[src/rtl/vga_timing_gen.sv]
// Free-running raster timing generator (640x480@60 by default): pixel x/y, active-low syncs, blanking qualifier, frame strobe.
// Latency: every output is a flop decoded from next-state counters, so x/y/syncs/display_on/next_frame share one cycle (zero skew).
// Backpressure: none downstream; enable=0 freezes counters and every output register, stretching any strobe across the pause.
// Optional feature: define VGA_FRAME_CNT_EN to add the 8-bit frame_cnt output (frames completed, wraps 255->0).
module vga_timing_gen #(
    parameter int H_ACTIVE = 640,
    parameter int H_FRONT  = 16,
    parameter int H_SYNC   = 96,
    parameter int H_BACK   = 48,
    parameter int V_ACTIVE = 480,
    parameter int V_FRONT  = 10,
    parameter int V_SYNC   = 2,
    parameter int V_BACK   = 33
) (
    input  logic       clk,
    input  logic       rst_n,
    input  logic       enable,
    output logic [9:0] x,
    output logic [9:0] y,
    output logic       hsync,
    output logic       vsync,
    output logic       display_on,
    output logic       next_frame
`ifdef VGA_FRAME_CNT_EN
    ,
    output logic [7:0] frame_cnt
`endif
);

    // Totals must stay at or below 1024 so the 10-bit counters never overflow.
    localparam int H_TOTAL  = H_ACTIVE + H_FRONT + H_SYNC + H_BACK;
    localparam int V_TOTAL  = V_ACTIVE + V_FRONT + V_SYNC + V_BACK;
    localparam int HS_START = H_ACTIVE + H_FRONT;
    localparam int HS_END   = H_ACTIVE + H_FRONT + H_SYNC;
    localparam int VS_START = V_ACTIVE + V_FRONT;
    localparam int VS_END   = V_ACTIVE + V_FRONT + V_SYNC;

    localparam logic [9:0] H_LAST = 10'(H_TOTAL - 1);
    localparam logic [9:0] V_LAST = 10'(V_TOTAL - 1);

    logic [9:0] x_nxt;
    logic [9:0] y_nxt;
    logic       hsync_nxt;
    logic       vsync_nxt;
    logic       display_on_nxt;
    logic       next_frame_nxt;

    // Next raster position: x wraps at end of line and carries into y, which wraps at end of frame.
    always_comb begin
        x_nxt = x + 10'd1;
        y_nxt = y;
        if (x == H_LAST) begin
            x_nxt = '0;
            y_nxt = (y == V_LAST) ? '0 : y + 10'd1;
        end
    end

    // Decode qualifiers from the next position so they land in the same cycle as x/y.
    always_comb begin
        hsync_nxt      = !((int'(x_nxt) >= HS_START) && (int'(x_nxt) < HS_END));
        vsync_nxt      = !((int'(y_nxt) >= VS_START) && (int'(y_nxt) < VS_END));
        display_on_nxt = (int'(x_nxt) < H_ACTIVE) && (int'(y_nxt) < V_ACTIVE);
        next_frame_nxt = (x_nxt == H_LAST) && (y_nxt == V_LAST);
    end

    // Raster and output registers; reset forces idle sync levels and blanks (0,0) of the first frame.
    always_ff @(posedge clk or negedge rst_n) begin
        if (!rst_n) begin
            x          <= '0;
            y          <= '0;
            hsync      <= 1'b1;
            vsync      <= 1'b1;
            display_on <= 1'b0;
            next_frame <= 1'b0;
        end else if (enable) begin
            x          <= x_nxt;
            y          <= y_nxt;
            hsync      <= hsync_nxt;
            vsync      <= vsync_nxt;
            display_on <= display_on_nxt;
            next_frame <= next_frame_nxt;
        end
    end

`ifdef VGA_FRAME_CNT_EN
    logic frame_wrap;

    // The raster leaves the last pixel of the frame on this enabled edge.
    always_comb begin
        frame_wrap = (x == H_LAST) && (y == V_LAST);
    end

    // Free-running frame counter used downstream as an animation phase.
    always_ff @(posedge clk or negedge rst_n) begin
        if (!rst_n) begin
            frame_cnt <= '0;
        end else if (enable && frame_wrap) begin
            frame_cnt <= frame_cnt + 8'd1;
        end
    end
`endif

endmodule

[config.mk]
export PLATFORM = sky130hd
export DESIGN_NAME = vga_timing_gen
export DESIGN_NICKNAME = d
export VERILOG_FILES = /design/src/rtl/vga_timing_gen.sv
export SDC_FILE = /design/constraint.sdc
export NUM_CORES = 1
export LEC_CHECK = 0
export ABC_CLOCK_PERIOD_IN_PS = 3800
export CORE_ASPECT_RATIO = 0.8
export CORE_MARGIN = 5
export CORE_UTILIZATION = 34
export CTS_CLUSTER_SIZE = 8
export DETAILED_ROUTE_END_ITERATION = 8
export MAX_ROUTING_LAYER = met4
export PLACE_DENSITY_LB_ADDON = 0.05
export SYNTH_ARGS = -nofsm -noshare
export SYNTH_HDL_FRONTEND = slang
export SYNTH_SLANG_ARGS = --single-unit
[constraint.sdc]
create_clock -name clk -period 3.8 [get_ports clk]
set_input_delay 0.57 -clock clk [delete_from_list [all_inputs] [get_ports clk]]
set_output_delay 0.57 -clock clk [all_outputs]
set_load 0.005 [all_outputs]
==> results of run 1 <==
critical path, delay by kind of cell (launching register included):
family        cells  cell delay, ns
simple gates      5            1.27
mux               1            0.28
flops             1            0.50
fa+ha+maj         1            0.35
registers in the layout, summed over array words and instances, names as in the netlist:
register	count
display_on	1
y	10
next_frame	1
x	10
hsync	1
vsync	1
worst paths after layout:
check                           depth (start not counted)                     end                   start  slack, ns
min in group asynchronous                               2        y[3]$_DFFE_PN0P_                   rst_n       0.66
worst min register to register                          2  display_on$_DFFE_PN0P_  display_on$_DFFE_PN0P_       0.50
worst max register to register                          7        y[8]$_DFFE_PN0P_        x[1]$_DFFE_PN0P_       1.29
worst min-delay path                                    2  display_on$_DFFE_PN0P_  display_on$_DFFE_PN0P_       0.50
worst max-delay path                                    7        y[8]$_DFFE_PN0P_        x[1]$_DFFE_PN0P_       1.29
max in group asynchronous                               2       hsync$_DFFE_PN1P_                   rst_n       2.84
cells by family (layout without fill, tap and decap cells):
kind of cell,after synthesis,count (layout),share of synthesized area
flip-flops,24,24,0.360
XOR/XNOR,13,13,0.0680
adder cells (fa/ha/maj),4,4,0.0299
AO/OA/AOI/OAI,41,41,0.168
AND/OR/NAND/NOR,91,91,0.297
multiplexers,2,2,0.0127
buffers and inverters,24,39,0.0650
metrics by stage:
stage                     cells  hold slack (ns)
after floorplan             199            0.274
after global placement      270            0.494
after detailed placement    270            0.479
after CTS                   274            0.509
after global routing        274            0.541
final                       274            0.504
power breakdown:
group,switching (W),total [W],leakage (nW),internal (W)
clock,0.0000829,0.000224,0.0357,0.000141
sequential,0.0000811,0.000369,0.306,0.000288
combinational,0.000100,0.000220,0.413,0.000120
area by class of cell:
cell class	instances	share of cell area
Clock buffer	3	0.0205
Clock inverter	1	0.0149
Inverter	8	0.0149
Multi-Input combinational cell	151	0.479
Sequential cell	24	0.300
Tap cell	60	0.0373
Timing Repair Buffer	27	0.133
layout by cell type (no fill, tap or decap), types with 4 or more instances in the layout:
master | Yosys | final
xnor2_1 | 12 | 12
a21oi_1 | 8 | 8
ha_1 | 4 | 4
inv_1 | 8 | 8
nand3_1 | 13 | 13
and3_1 | 5 | 5
dfrtp_1 | 22 | 22
clkdlybuf4s50_1 | 0 | 26
nand2_1 | 25 | 25
o21ai_0 | 13 | 13
nor3_1 | 4 | 4
nor2_1 | 19 | 19
nand4_1 | 5 | 5
metal layers:
layer  wire length [µm]  part of all wire
met1               2360              0.54
met2               1720              0.39
met3                255             0.059
met4                 19            0.0044
met5                  0                 0
==> qor.txt, run 1 <==
Final non-filler cell area -> 2010 µm²
Leakage -> 0.755 nW
Die Y -> 72.8 µm
Post-CTS Setup Repair Bufs -> 0
Worst-path cell chain -> ha_1 -> nand4_4 -> nor3_4 -> nand2_1 -> nor2_1 -> nand3_1 -> mux2_2
Clock-pin slew on the worst setup and hold paths -> 0.09 ns
Worst hold-check path type -> flop to flop
TritonCTS clock tree -> yes
TritonCTS Buffers -> 3
Post_cts resized -> 0
Worst-Margin Slew -> 0.667 ns
Die width -> 88.5 µm
Avg Cell Area, Syn -> 8.42 µm²
GRT busiest layer -> met1
Fin crit share -> 0.661
Post-Synthesis Cell Area -> 1680 µm²
Tot GR Track Use -> 0.152
Setup violators final -> 0
Synthesized instance count -> 199
Setup WS post-layout -> 1.29 ns
Synthesized net count -> 206
Total gr overflow -> 0
Antenna violations before repair -> 0
Full die area -> 6440 µm²
GR Layer Usage met3 -> 0.0316
Max Slew Vio Count -> 0
CP Launch Type -> flop
Largest net degree at the start of global routing -> 25
Max Cap Violations -> 0
Vias per cell -> 5.45
Multi-input logic area -> 963 µm²
First-pass GRT wire length -> 7.49 mm
Number of buffers on the longest clock path -> 2
Max VDD drop -> 0.000204 V
Post-synth EDFFs -> 0
WP data required -> 3.95 ns
Fraction of layout cells with a size suffix above 1 -> 0.0794
Finished Core Util -> 0.430
GR Util met1 -> 0.241
CTS root buf -> clkbuf_8
Std-Cell Rows -> 22
Initial Utilization -> 0.358
Hold buffers post-CTS -> 0
Top cell type by total area after synthesis -> dfrtp_1
Ant diodes -> 0
Min Tclk post-route -> 2.51 ns
DR pass1 iterations -> 4
Ys async rst share -> 1.00
Dominant cells by area after synthesis -> dfrtp_1 (33%), xnor2_1 (6.3%), nand2_1 (5.6%)
Placed cell area -> 1940 µm²
Yosys reg bits -> 24
Distinct cells, synth -> 50
ANT nets after route -> 0
Slew headroom -> 0.554
Pwr/cell area -> 404 nW/µm²
Final GP Congestion -> 0.895
Critical Path AT -> 2.67 ns
CP endpoint kind -> flop
Final hold vios -> 0
Maximum fanout along the worst path -> 10
I/O Buffers -> 26
Core area -> 4680 µm²
Fillers -> 480
Clk_skew -> 0.00701 ns
Setup TNS -> 0 ns
Starting DRC count in detailed routing -> 177
Most frequent cell after synthesis -> nand2_1
WL per Instance -> 15.9 µm
Clock latency on the worst-skew pair -> 0.27 ns
Total routed wirelength -> 4.36 mm
Vias in the first global route -> 1403
Area grow syn2layout -> 20.0%
Clock sink total -> 24
GR Util met2 -> 0.200
DRC Markers -> 0
YS warnings -> 0
Vias -> 1492
Crit path kind -> flop to flop
Num ports -> 27
Share of the yosys chip area belonging to registers -> 0.360
H-tree depth -> 1
Most frequent cells after synthesis -> nand2_1 (25), dfrtp_1 (22), nor2_1 (19), nand3_1 (13), o21ai_0 (13)
Slowest CP cell -> dfrtp_1
Critical Path Max Stage Delay -> 0.50 ns
RSZ-0062 raised after global routing -> no
Area share of the largest cell type after synthesis -> 0.329
Dpl hpwl -> 3.17 mm
Total power -> 0.000813 W
Reg area -> 603 µm²
Nets -> 222
Status -> finished clean
Placement Setup Slack -> 1.11 ns
Ys flop type -> dfrtp_1
Fmax achieved -> 398 MHz
Note: power is estimated with default switching activity, not from simulation.
==> inputs of run 2 (changes only) <==
--- a/config.mk
+++ b/config.mk
@@ -5,7 +5,7 @@
 export SDC_FILE = /design/constraint.sdc
 export NUM_CORES = 1
 export LEC_CHECK = 0
-export ABC_CLOCK_PERIOD_IN_PS = 3800
+export ABC_CLOCK_PERIOD_IN_PS = 2400
 export CORE_ASPECT_RATIO = 0.8
 export CORE_MARGIN = 5
 export CORE_UTILIZATION = 34
==> constraint.sdc (replaced) <==
create_clock -name clk -period 2.4 [get_ports clk]
set_input_delay 0.36 -clock clk [delete_from_list [all_inputs] [get_ports clk]]
set_output_delay 0.36 -clock clk [all_outputs]
set_load 0.005 [all_outputs]
==> qor.txt, run 2 (synthesis results as in run 1) <==
Clock latency on the worst-skew pair -> 0.26 ns
TritonCTS clock tree -> yes
Slowest CP cell -> dfrtp_1
Max Cap Violations -> 0
Slew headroom -> 0.721
Critical Path AT -> 2.40 ns
Commonest cells after routing, fill and taps aside -> clkdlybuf4s50_1 (26), nand2_1 (25), dfrtp_1 (22)
Crit path kind -> flop to flop
Die Y -> 72.8 µm
Ant diodes -> 0
Critical path buffers and inverters -> 1
Starting DRC count in detailed routing -> 118
Post-CTS Setup Repair Bufs -> 0
Dpl hpwl -> 3.58 mm
Final GP Congestion -> 0.945
DR pass1 iterations -> 4
ANT nets after route -> 0
Setup TNS -> 0 ns
Flop-to-flop setup slack -> 0.15 ns
Nets -> 239
Fmax achieved -> 445 MHz
Seq pwr share -> 0.413
Worst-Margin Slew -> 0.413 ns
Core area -> 4680 µm²
CP Launch Type -> flop
I/O Buffers -> 26
Max VDD drop -> 0.000363 V
Std-Cell Rows -> 22
Setup violators final -> 0
Critical Path Max Stage Delay -> 0.42 ns
Worst r2r src -> y[0]$_DFFE_PN0P_
Maximum fanout along the worst path -> 7
Clk_skew -> 0.00963 ns
Gate power share -> 0.394
Sw frac -> 0.345
RSZ-0062 raised after global routing -> no
Final non-filler cell area -> 2120 µm²
Initial Utilization -> 0.358
Largest net degree at the start of global routing -> 25
Full die area -> 6440 µm²
Clock-pin slew on the worst setup and hold paths -> 0.09 ns
Total routed wirelength -> 4.63 mm
Fin crit share -> 0.936
Switching pwr -> 0.000430 W
Vias in the first global route -> 1469
Beginning of the critical path -> y[0]$_DFFE_PN0P_
Clock power share -> 0.194
Worst-path cell chain -> inv_1 -> ha_1 -> nor4bb_1 -> and3_2 -> o21ai_0 -> a21o_1 -> o41ai_2
WL per Instance -> 15.9 µm
Antenna violations before repair -> 0
Max Slew Vio Count -> 0
TritonCTS Buffers -> 3
CTS root buf -> clkbuf_8
Leakage -> 0.828 nW
Status -> finished clean
Vias per cell -> 5.43
H-tree depth -> 1
Total gr overflow -> 0
CP endpoint kind -> flop
Area grow syn2layout -> 26.3%
Most common cell after layout, fill and taps aside -> clkdlybuf4s50_1
Pwr/cell area -> 589 nW/µm²
DRC Markers -> 0
Placed cell area -> 2070 µm²
Tot GR Track Use -> 0.156
Int Power -> 0.000817 W
WP data required -> 2.56 ns
Final hold vios -> 0
Number of buffers on the longest clock path -> 2
First-pass GRT wire length -> 7.72 mm
Fraction of layout cells with a size suffix above 1 -> 0.152
Vias -> 1579
Die width -> 88.5 µm
Top delay family on crit path -> compound AO/OA/AOI/OAI gates
Num ports -> 27
Biggest regs -> x x10, y x10
Min Tclk post-route -> 2.25 ns
Clock sink total -> 24
Worst hold-check path type -> primary input to asynchronous set/reset pin
## run 2: through the flow
step            util  worst slack, ns  total power (W)  hold slack [ns]  instances
6_report       0.452            0.155          0.00125            0.449        291
5_1_grt        0.452          0.00403          0.00134            0.489        291
4_1_cts        0.451           0.0689          0.00127            0.458        291
3_5_place_dp   0.442            0.108          0.00101            0.474        287
3_3_place_gp   0.442            0.187          0.00101            0.471        287
2_1_floorplan      -            0.255         0.000787           0.0644        199
## run 2: final timing paths
path | to | cells past startpoint
worst max-delay path | display_on$_DFFE_PN0P_ | 7
worst min-delay path | y[7]$_DFFE_PN0P_ | 2
worst max register to register | display_on$_DFFE_PN0P_ | 7
worst min register to register | display_on$_DFFE_PN0P_ | 2
max in group asynchronous | hsync$_DFFE_PN1P_ | 2
min in group clk | display_on$_DFFE_PN0P_ | 2
## run 2: cell type report
type,instances,area [µm²]
clock buffers,4,45.0
flip-flops and latches,24,603
fillers,489,2560
multi-input cells,151,967
inverters,8,30.0
repair buffers,44,395
well taps,60,75.1
## run 2: power groups by stage
stage               Clock [W]  Combinational [W]  Sequential, W
finish               0.000242           0.000491       0.000515
global placement            0           0.000490       0.000521
CTS                  0.000261           0.000493       0.000514
global route         0.000277           0.000543       0.000523
floorplan                   0           0.000275       0.000512
detailed placement          0           0.000491       0.000522
## run 2: what timing repair did
action                                  in CTS  in global routing
endpoints found under the setup margin       0                  2
hold buffers                                 0                  0
resized for setup                            0                  2
## run 2: routing by layer
metal | GRT usage | wire (µm)
met5 | - | 0
met4 | 0.0201 | 19
met3 | 0.0339 | 214
met2 | 0.203 | 1860
met1 | 0.248 | 2540
## run 2: worst register-to-register path: cells and delay by family (launching register included)
family / cells / cell delay [ns]
flops: 1 / 0.42
simple gates: 2 / 0.67
fa+ha+maj: 1 / 0.18
compound gates: 3 / 0.69
buf+inv: 1 / 0.17
==> RTL change 1, RTL diff (config.mk and constraints of run 2) <==
Put one more register stage on the output `hsync`, with the module's reset. The value now appears one clock later. The other outputs are not delayed to match.
--- a/src/rtl/vga_timing_gen.sv
+++ b/src/rtl/vga_timing_gen.sv
@@ -38,6 +38,8 @@
     localparam logic [9:0] H_LAST = 10'(H_TOTAL - 1);
     localparam logic [9:0] V_LAST = 10'(V_TOTAL - 1);
 
+    logic hsync_s0;
+
     logic [9:0] x_nxt;
     logic [9:0] y_nxt;
     logic       hsync_nxt;
@@ -68,14 +70,14 @@
         if (!rst_n) begin
             x          <= '0;
             y          <= '0;
-            hsync      <= 1'b1;
+            hsync_s0   <= 1'b1;
             vsync      <= 1'b1;
             display_on <= 1'b0;
             next_frame <= 1'b0;
         end else if (enable) begin
             x          <= x_nxt;
             y          <= y_nxt;
-            hsync      <= hsync_nxt;
+            hsync_s0   <= hsync_nxt;
             vsync      <= vsync_nxt;
             display_on <= display_on_nxt;
             next_frame <= next_frame_nxt;
@@ -100,5 +102,13 @@
     end
 `endif
 
+    always_ff @(posedge clk or negedge rst_n) begin
+        if (!rst_n) begin
+            hsync <= '0;
+        end else begin
+            hsync <= hsync_s0;
+        end
+    end
+
 endmodule
 
Check against the original RTL: not equivalent (a bounded check fails within 4 cycles, from zero or initial values and one cycle with rst_n low).
==> RTL change 1 against run 2 <==
- cell area up 8.6%
- sequential cell count up 1
- area after synthesis up 11%
- power up 17%
- final cell count up 6.2%
- wire length up 16%
- largest cell class unchanged
- sequential share of layout area down 1.2 points
- sequential power up 8.3%
- first-iteration DRC count up 79%
- largest power group is now combinational logic
- highest routed layer unchanged
- setup slack better by 0.053 ns
==> RTL change 1: results (changes against run 2) <==
Run status
  • Status: complete, no violations

Finish
  • Plain + repair buffers: 45 (+2.3%)
  • Clock-cell share of area: 2.01% (-0.11 points)
  • Biggest regs: x x10, y x10
  • Layout cells sized above 1: 13.9% (-1.2 points)
  • Fillcell total: 525 (+7.4%)
  • Seq cells: 25 (+4.2%)
  • Footprint of the multi-input gates: 1110 sq um (+15%)
  • Non-clock inverter count: 7 (-1)
  • Nets: 252 (+5.4%)
  • Signal buffers share of area: 17.5% (-1.2 points)
  • Storage cell area: 628 sq um (+4.1%)
  • Comb_multi_in: 163 (+7.9%)

Routing
  • Wire length on met3: 291 um (+36%)
  • Overall routed net length: 5370 um (+16%)
  • Routed vias: 1,816 (+15%)
  • DR WL/cell: 17.4 um (+9.4%)
  • Met1 WL: 2760 um (+8.8%)
  • DR WL met2: 2300 um (+24%)
  • 1st-iter DRT viols: 211 (+79%)

Setup path
  • CP max FO: 10 (+3)
  • Reg2Reg Depth: 5 (-2)
  • Crit path to: display_on$_DFFE_PN0P_
  • Worst Setup SP: x[6]$_DFFE_PN0P_
  • Critical Path AT: 2.35 ns (-0.05 ns)
  • Internal reg-to-reg setup slack: 0.21 ns (+0.05 ns)

Synthesis
  • Sequential share of the synthesized area: 33.7% (-2.3 points)
  • Post-synth cell types: 54 (+8.0%)
  • Net Count, Synth: 220 (+6.8%)
  • Synth cell count leaders: 27 x nand2_1, 23 x dfrtp_1, 13 x nand3_1
  • Top cells by area, synth: dfrtp_1 31%, xnor2_1 5.6%, nand2_1 5.4%
  • Post-Syn Instances: 213 (+7.0%)

Placed design
  • DP Cell Count: 305 (+6.3%)
  • Pre-CTS WS: 0.256 ns (+0.148 ns)
  • Detail Placement HPWL: 4010 um (+12%)
  • GP Congestion: 0.886 (-6.3%)

Power and ir drop
  • Power Internal: 912 uW (+12%)
  • Seq pwr: 558 uW (+8.3%)
  • Worst ir drop on vdd: 0.330 mV (-9.1%)
  • PwrDens: 636 nW/um^2 (+7.8%)
  • Clock power frac: 17.9% (-1.5 points)
  • Leak: 0.000912 uW (+10%)

Hold path
  • Hold Path Class: flop to flop

Clocking
  • Clock insertion delay at the later pin of the skew report: 0.28 ns (+0.02 ns)
  • CTS buffer count: 3 (unchanged)
  • Setup bufs post-CTS: 0 (unchanged)
  • CTS clk-pin slew, worst paths: 0.10 ns
  • CTS H-tree lvls: 1 (unchanged)

STA
  • Worst-Margin Slew: 0.472 ns (+0.0596 ns)
  • Final Cycle Share: 91.3% (-2.2 points)
  • Clk_skew: 0.0160 ns (+0.00640 ns)
  • Pins Over Slew Limit: 0 (unchanged)

Global route
  • Met3 Use GR: 3.06% (-0.33 points)
  • Pin count of the biggest net entering global routing: 26 (+4.0%)
  • Met2 usage: 23.1% (+2.8 points)
  • Number of global-route vias before repair: 1,729 (+18%)
  • Global Route Usage Sum: 16.3% (+0.64 points)
  • Met1 usage in global routing: 24.4% (-0.45 points)
  • Global-route wire length before repair: 9070 um (+17%)
RTL change 1: cell types whose count changed after synthesis, sizes merged, moves of 3 or more:
cell and delta:
buf +5, clkbuf -3, nand2b +3, nor2 -12, nor3 +7, o21ai -4
RTL change 1: cells by family after synthesis:
group                      count (synthesis)  synth area share, %
muxes                                      4                 2.21
xor gates and xnor gates                  13                 6.10
adders and majority gates                  4                 2.68
AOI/OAI and AO/OA                         45                 17.0
and+or+nand+nor                           97                 31.7
DFF                                       25                 33.7
buffers and inverters                     25                 6.64
RTL change 1: critical path: stages (launching register included):
cell and delay (ns):
dfrtp_1 0.53, nand4b_1 0.42, nor4_4 0.36, o21ai_0 0.15, a211oi_1 0.47, o41ai_2 0.14
RTL change 1: per-stage QoR:
stage          util (%)  hold WS, ns  instance area (sq um)
5_1_grt            42.8        0.419                   2300
4_1_cts            42.8        0.412                   2300
6_report           42.8        0.410                   2300
2_1_floorplan         -       0.0644                   1870
3_5_place_dp       41.9        0.397                   2250
3_3_place_gp       41.9        0.395                   2250
==> RTL change 2, RTL diff (config.mk and constraints of run 2) <==
Without the edit above. Add a define of `VGA_FRAME_CNT_EN`.
--- a/src/rtl/vga_timing_gen.sv
+++ b/src/rtl/vga_timing_gen.sv
@@ -2,6 +2,8 @@
 // Latency: every output is a flop decoded from next-state counters, so x/y/syncs/display_on/next_frame share one cycle (zero skew).
 // Backpressure: none downstream; enable=0 freezes counters and every output register, stretching any strobe across the pause.
 // Optional feature: define VGA_FRAME_CNT_EN to add the 8-bit frame_cnt output (frames completed, wraps 255->0).
+`define VGA_FRAME_CNT_EN
+
 module vga_timing_gen #(
     parameter int H_ACTIVE = 640,
     parameter int H_FRONT  = 16,
Check against the original RTL (old outputs only; new: frame_cnt): equivalent (equiv_simple and equiv_induct, registers matched by name and starting in step).
==> RTL change 2 against run 2 <==
- synthesized cell count grew 14%
- cell area grew 26%
- sequential cell count grew 8
- fmax grew 1.3%
- wire length grew 16%
- first-iteration DRC count shrank 2.5%
- largest power group unchanged
- largest cell class unchanged
- power grew 38%
- final cell count grew 21%
- critical endpoint unchanged
- setup slack gained 0.029 ns
- area after synthesis grew 22%
- sequential power grew 22%
==> RTL change 2: results (changes against run 2) <==
Run status
  • Status: complete, no violations

Routing
  • DR WL/cell: 15.2 um (-4.3%)
  • Routed vias: 1,848 (+17%)
  • 1st-iter DRT viols: 115 (-2.5%)

Synthesis
  • Synth cell count leaders: 30 x dfrtp_1, 22 x nand2_1, 17 x nand3_1, 17 x nor2_1, 16 x xnor2_1
  • Top cells by area, synth: dfrtp_1 37%, xnor2_1 6.8%, nand3_1 4.1%
  • Net Count, Synth: 234 (+14%)
  • Sequential share of the synthesized area: 39.2% (+3.2 points)

Global route
  • Pin count of the biggest net entering global routing: 33 (+32%)
  • Global Route Usage Sum: 15.4% (-0.21 points)

Setup path
  • RR Startpoint: x[0]$_DFFE_PN0P_
  • CP max FO: 12 (+5)
  • Internal reg-to-reg setup slack: 0.18 ns (+0.03 ns)
  • CP top delay family: simple AND/OR/NAND/NOR gates

STA
  • Final Cycle Share: 92.3% (-1.2 points)
  • Hold Worst Slack: 0.470 ns (+0.0205 ns)

Power and ir drop
  • Worst ir drop on vdd: 0.363 mV (about the same)

Placed design
  • GP Congestion: 0.867 (-8.3%)
  • IO buf count: 34 (+31%)

Finish
  • Biggest regs: x x10, y x10, frame_cnt x8
  • Layout cells sized above 1: 15.1% (-0.078 points)

Clocking
  • CTS clk-pin slew, worst paths: 0.07 ns (-0.02 ns)
  • CTS buffer count: 5 (+2)
  • Clock insertion delay at the later pin of the skew report: 0.29 ns (+0.03 ns)
  • CTS H-tree lvls: 2 (+1)
[RTL change 2: logic make-up after synthesis]
family | after synthesis | synth area share [%]
xor gates and xnor gates | 20 | 8.54
muxes | 4 | 2.07
DFF | 32 | 39.2
AOI/OAI and AO/OA | 45 | 14.6
buffers and inverters | 25 | 6.16
adders and majority gates | 5 | 3.05
and+or+nand+nor | 95 | 26.4
[RTL change 2: cell type report]
cell class | instances | area, sq um | area share [%]
clock buffer | 6 | 72.6 | 2.73
multi-input combinational | 169 | 1120 | 42.1
sequential | 32 | 803 | 30.2
tap | 81 | 101 | 3.81
timing repair buffer | 55 | 498 | 18.7
clock inverter | 2 | 35.0 | 1.32
inverter | 8 | 30.0 | 1.13
[RTL change 2: repair_timing]
item | CTS | global route
endpoints found under the hold margin | 0 | 0
buffers inserted | 0 | 0
endpoints found under the setup margin | 0 | 1
[RTL change 2: stage by stage]
step / instances / util [%]
floorplan: 226 / -
global placement: 345 / 43.4
detailed placement: 345 / 43.4
CTS: 353 / 45.3
global route: 353 / 45.3
finish: 353 / 45.3
[RTL change 2: layer usage]
| layer | vias up | track usage, % | part of all wire [%] |
|---|---|---|---|
| met1 | 891 | 22.9 | 55 |
| met5 | - | - | 0 |
| met3 | 5 | 3.67 | 3.8 |
| li1 | 910 | - | - |
| met2 | 42 | 20.6 | 40 |
| met4 | 0 | 4.21 | 0.84 |
[RTL change 2: power by group]
group          switching (uW)  internal [uW]  total, uW
logic                     287            281        568
clock network             214            308        522
registers                35.1            595        630
